$ cat config.mk
export PLATFORM = sky130hd
export DESIGN_NAME = regfile_wport_arbiter
export DESIGN_NICKNAME = d
export VERILOG_FILES = /design/src/rtl/regfile_wport_arbiter.sv
export SDC_FILE = /design/constraint.sdc
export NUM_CORES = 1
export LEC_CHECK = 0
export CELL_PAD_IN_SITES_DETAIL_PLACEMENT = 0
export CELL_PAD_IN_SITES_GLOBAL_PLACEMENT = 1
export CORE_MARGIN = 3
export CORE_UTILIZATION = 40
export CTS_CLUSTER_DIAMETER = 40
export DETAILED_ROUTE_END_ITERATION = 8
export GPL_TIMING_DRIVEN = 0
export MAX_ROUTING_LAYER = met4
export PLACE_DENSITY = 0.94
export SYNTH_ARGS = -nofsm -noshare
export SYNTH_HDL_FRONTEND = slang
export SYNTH_SLANG_ARGS = --single-unit
$ cat constraint.sdc
create_clock -name clk -period 8.8 [get_ports clk]
set_input_delay 2.64 -clock clk [delete_from_list [all_inputs] [get_ports clk]]
set_output_delay 2.64 -clock clk [all_outputs]
set_load 0.02 [all_outputs]
$ cat src/rtl/regfile_wport_arbiter.sv
// Shares the register-file write port between the pipeline write-back stage and a buffered
// auxiliary result queue, with WAW squashing, hazard flags and a starvation-forced grant.
module regfile_wport_arbiter #(
  parameter int unsigned DATA_W     = 32,
  parameter int unsigned ADDR_W     = 5,
  parameter int unsigned FIFO_DEPTH = 2,
  parameter int unsigned STARVE_MAX = 4
) (
  input  logic              clk,
  input  logic              rst,
  input  logic              wb_we,
  input  logic [ADDR_W-1:0] wb_waddr,
  input  logic [DATA_W-1:0] wb_wdata,
  input  logic              aux_valid,
  output logic              aux_ready,
  input  logic [ADDR_W-1:0] aux_waddr,
  input  logic [DATA_W-1:0] aux_wdata,
  input  logic [ADDR_W-1:0] raddr1,
  input  logic [ADDR_W-1:0] raddr2,
  output logic              pend1,
  output logic              pend2,
  output logic              stall_req,
  output logic              we,
  output logic [ADDR_W-1:0] waddr,
  output logic [DATA_W-1:0] wdata
);

  localparam int unsigned PtrW = $clog2(FIFO_DEPTH);
  localparam int unsigned CntW = $clog2(FIFO_DEPTH + 1);
  localparam int unsigned StW  = $clog2(STARVE_MAX + 1);

  logic [FIFO_DEPTH-1:0] live_q;
  logic [ADDR_W-1:0]     addr_q [FIFO_DEPTH];
  logic [DATA_W-1:0]     data_q [FIFO_DEPTH];
  logic [PtrW-1:0]       rd_ptr_q, wr_ptr_q;
  logic [CntW-1:0]       count_q;
  logic [StW-1:0]        starve_q;

  logic wb_real, head_present, head_live, enq, deq, squash, stall_int, we_int;
  logic [ADDR_W-1:0] waddr_int;
  logic [DATA_W-1:0] wdata_int;
  logic pend1_int, pend2_int;

  assign wb_real      = wb_we && (wb_waddr != '0);
  assign head_present = (count_q != '0);
  assign head_live    = live_q[rd_ptr_q];
  assign aux_ready    = !rst && (count_q != CntW'(FIFO_DEPTH));
  // Address-0 results are accepted but dropped.
  assign enq          = aux_valid && aux_ready && (aux_waddr != '0);
  assign stall_int    = wb_real && head_present && head_live &&
                        (starve_q == StW'(STARVE_MAX));

  always_comb begin
    we_int    = 1'b0;
    waddr_int = '0;
    wdata_int = '0;
    deq       = 1'b0;
    squash    = 1'b0;
    if (stall_int) begin
      we_int    = 1'b1;
      waddr_int = addr_q[rd_ptr_q];
      wdata_int = data_q[rd_ptr_q];
      deq       = 1'b1;
    end else if (wb_real) begin
      we_int    = 1'b1;
      waddr_int = wb_waddr;
      wdata_int = wb_wdata;
      squash    = 1'b1;
      // Squashed heads need no port slot, so they drain under pipeline traffic.
      deq       = head_present && !head_live;
    end else if (head_present) begin
      deq       = 1'b1;
      we_int    = head_live;
      waddr_int = addr_q[rd_ptr_q];
      wdata_int = data_q[rd_ptr_q];
    end
  end

  // Squashed and dequeued entries have live=0, so live alone marks a pending write.
  always_comb begin
    pend1_int = 1'b0;
    pend2_int = 1'b0;
    for (int i = 0; i < int'(FIFO_DEPTH); i++) begin
      if (live_q[i] && (addr_q[i] == raddr1)) pend1_int = 1'b1;
      if (live_q[i] && (addr_q[i] == raddr2)) pend2_int = 1'b1;
    end
  end

  assign pend1     = !rst && pend1_int && (raddr1 != '0);
  assign pend2     = !rst && pend2_int && (raddr2 != '0);
  assign stall_req = !rst && stall_int;
  assign we        = !rst && we_int;
  assign waddr     = rst ? '0 : waddr_int;
  assign wdata     = rst ? '0 : wdata_int;

  always_ff @(posedge clk) begin
    if (rst) begin
      live_q   <= '0;
      rd_ptr_q <= '0;
      wr_ptr_q <= '0;
      count_q  <= '0;
      starve_q <= '0;
    end else begin
      for (int i = 0; i < int'(FIFO_DEPTH); i++) begin
        if (squash && live_q[i] && (addr_q[i] == wb_waddr)) live_q[i] <= 1'b0;
      end
      if (deq) begin
        live_q[rd_ptr_q] <= 1'b0;
        rd_ptr_q         <= rd_ptr_q + PtrW'(1);
      end
      if (enq) begin
        live_q[wr_ptr_q] <= 1'b1;
        wr_ptr_q         <= wr_ptr_q + PtrW'(1);
      end
      case ({enq, deq})
        2'b10:   count_q <= count_q + CntW'(1);
        2'b01:   count_q <= count_q - CntW'(1);
        default: count_q <= count_q;
      endcase
      if (!head_present || deq) begin
        starve_q <= '0;
      end else if (head_live && wb_real) begin
        starve_q <= starve_q + StW'(1);
      end
    end
  end

  always_ff @(posedge clk) begin
    if (enq) begin
      addr_q[wr_ptr_q] <= aux_waddr;
      data_q[wr_ptr_q] <= aux_wdata;
    end
  end

endmodule

==> impl_results.md <==
- Result of the run: finished, final reports clean
- Number of clock buffers inserted by TritonCTS: 9
- Cell repeated most along the worst path: sky130_fd_sc_hd__clkdlybuf4s50_1
- Placement row count: 36
- Overall routed net length: 10270 µm
- DIE HEIGHT: 107.8 µm
- Worst Setup Start Kind: primary input
- Transition time at the pin with the least slew margin: 0.8602 ns
- Cell area after synthesis: 4146 µm²
- Worst Path Required: 6.16 ns
- Post-synth net total: 412
- Fin util: 58.74%
- Vias per cell: 5.276
- Hold Slack: 0.4542 ns
- Synthesis-stage register bit count: 84
- Final design instance area without fill: 5821 µm²
- Antenna violations before repair: 0
- TritonCTS clock tree: built
- Total vias in the final route: 3155
- Gates resized, CTS repair: 0
- Buffer type at the clock tree root: sky130_fd_sc_hd__clkbuf_8
- Worst Setup Slack, final: 0.8691 ns
- Fraction of final layout cells sized beyond drive strength 1: 9.247%
- Total die area: 11620 µm²
- Diodes inserted: 0
- Leading register cell type out of synthesis: sky130_fd_sc_hd__edfxtp_1
- FFs w/ async S/R, synth: 0%
- Count of flip-flops with a built-in enable after synthesis: 74
- Critical path cell sequence: clkdlybuf4s50_1, or4_4, o21ai_4, buf_4, nor3_1, a211oi_1, clkdlybuf4s50_1
- Maximum buffer depth of the clock tree: 2
- P_leak: 1.871 nW
- I/O pin total: 130
- Crit. End Element: primary output
- Starting Density: 41.84%
- Critical Path Max Stage Delay: 0.68 ns
- CTS sink count: 84
- Data arrival time of the worst path: 5.29 ns
- DIE WIDTH: 107.8 µm
- Global-route wire length before repair: 16460 µm
- Core area: 9910 µm²
- WS Path Type: in2out
- RSZ-0062 raised after global routing: no
- Port buffer count: 127
- Largest net degree at the start of global routing: 38
- Post-route setup TNS: 0 ns
- Ratio of final minimum period to clock period: 90.12%
- Number of buffers inserted for hold repair after clock tree synthesis: 0
- Setup violation total in the final timing report: 0
- Maximum clock skew at final layout: 0.007103 ns
- Mean post-synth cell area: 12.92 µm²
- Final-report max-slew violation count: 0
- Post-CTS clock slew at the launch and capture registers of the worst setup and hold paths: 0.08 ns
- Post-place setup slack: 0.8915 ns
- Hold Fails Final Rpt: 0
- Area growth, synth to finish: 40.37%
- GRT overflow: 0
- Post-detailed-placement cell area: 5619 µm²
- DRC viols: 0
- Buffer and inverter count on the worst path: 3
- Clk_lat worst skew: 0.34 ns
- Gate count of the mapped netlist: 321
- DR WL/cell: 17.18 µm
- Worst slew margin: 42.57%
- Post-synth cell types: 36
- MaxCap Viol Count: 0
- Highest net fanout along the worst path: 10
- HP Class: reg2reg
- Fin nets: 551
- Cell class contributing the biggest share of worst-path delay: buffers and inverters
- Sequential cell area fraction in the yosys report: 58.42%
- Synth Warn #: 0
- GRT Overall Usage: 18.67%
- Final worst path period need: 7.931 ns
- Post-detailed-route count of antenna-violating nets: 0
- Setup Fix Bufs, Post-CTS: 0
- Number of search-and-repair iterations in the first detailed-routing pass: 4
- Depth of the CTS H-tree: 3
- Critical-path cell with the highest stage delay: sky130_fd_sc_hd__clkdlybuf4s50_1
- Post-DP HPWL: 7632 µm
- Final GP Congestion: 0.8272
- Power per cell area: 196.0 nW/µm²
- Starting DRT DRC Count: 123
- Worst vdd ir: 124.2 µV
- Maximum frequency from static timing analysis: 0.1261 GHz
- Number of global-route vias before repair: 3328
## worst reg2reg max path, cell delays in order (launching register included)
cell	delay, ns
sky130_fd_sc_hd__dfxtp_1	0.31
sky130_fd_sc_hd__buf_2	0.17
sky130_fd_sc_hd__o211ai_1	0.18
sky130_fd_sc_hd__or3_1	0.40
sky130_fd_sc_hd__inv_2	0.65
## flip-flops by register name, summed over array words and instances (netlist names), named ones only
register and flops:
wr_ptr_q 1, live_q 2, rd_ptr_q 1, data_q 64, starve_q 3, count_q 2, addr_q 10
## metal layers
| metal | part of all wire [%] | track usage (%) |
|---|---|---|
| met5 | 0 | - |
| met4 | 0.84 | 4.689 |
| met3 | 6.7 | 4.859 |
| met2 | 50 | 30.55 |
| met1 | 43 | 23.21 |
## logic make-up after synthesis
family                     after synthesis  synth area share (%)
adders and majority gates                3                0.9053
xor gates and xnor gates                33                 6.970
and+or+nand+nor                         72                 9.264
AOI/OAI and AO/OA                       59                 10.77
DFF                                     84                 58.42
buffers and inverters                   30                 3.923
muxes                                   40                 9.747
## layout by cell type, fill, tap and decap left out, types with 8 or more instances in the layout
master and instances:
sky130_fd_sc_hd__clkdlybuf4s50_1 127, sky130_fd_sc_hd__edfxtp_1 74, sky130_fd_sc_hd__a211oi_1 38, sky130_fd_sc_hd__mux2i_1 37, sky130_fd_sc_hd__nor3_1 37, sky130_fd_sc_hd__xor2_1 17
sky130_fd_sc_hd__xnor2_1 16, sky130_fd_sc_hd__buf_4 10, sky130_fd_sc_hd__dfxtp_1 10, sky130_fd_sc_hd__clkbuf_8 9, sky130_fd_sc_hd__clkbuf_1 8
## where the power goes
group | internal (W) | switching, W | total (W)
Clock | 0.000134 | 0.000141 | 0.000275
Sequential | 0.000472 | 0.0000181 | 0.000491
Combinational | 0.000181 | 0.000194 | 0.000375
Total | 0.000788 | 0.000353 | 0.00114
## synth_stat cells, drive strengths merged (4+ instances only)
library cell	count	share of area, %
a211oi	38	6.9
a21oi	6	0.72
buf	15	2.6
clkbuf	7	0.63
dfxtp	10	4.8
edfxtp	74	54
inv	8	0.72
mux2i	37	8.9
nand2	4	0.36
nand3	6	0.72
nor2	8	0.72
nor3	37	4.5
nor4	7	1.1
o21ai	8	1.3
or4	4	0.81
xnor2	16	3.4
xor2	17	3.6
## final timing paths
path / from / endpoint / slack (ns) / cells after the start
setup / recovery: wb_waddr[4] / wdata[23] / 0.87 / 7
hold / removal: starve_q[0] / starve_q[0] / 0.45 / 1
setup reg to reg: count_q[0] / data_q[0][8] / 6.71 / 4
hold reg to reg: starve_q[0] / starve_q[0] / 0.45 / 1
## per-stage QoR
| step | cells | total power (W) |
|---|---|---|
| after floorplan | 321 | 0.0007189 |
| after CTS | 598 | 0.001151 |
| after detailed placement | 582 | 0.0008759 |
| after global placement | 581 | 0.0008662 |
| final | 598 | 0.001141 |
| after global routing | 598 | 0.001200 |
## layout make-up
class	instances	area, µm²
plain buffers	22	132.6
clock buffers	10	127.6
clock inverters	6	73.82
fillers	842	4089
inverters	8	30.03
multi-input cells	207	1569
flip-flops and latches	84	2422
well taps	133	166.4
repair buffers	128	1299
Power figures use the tool's default switching activity.
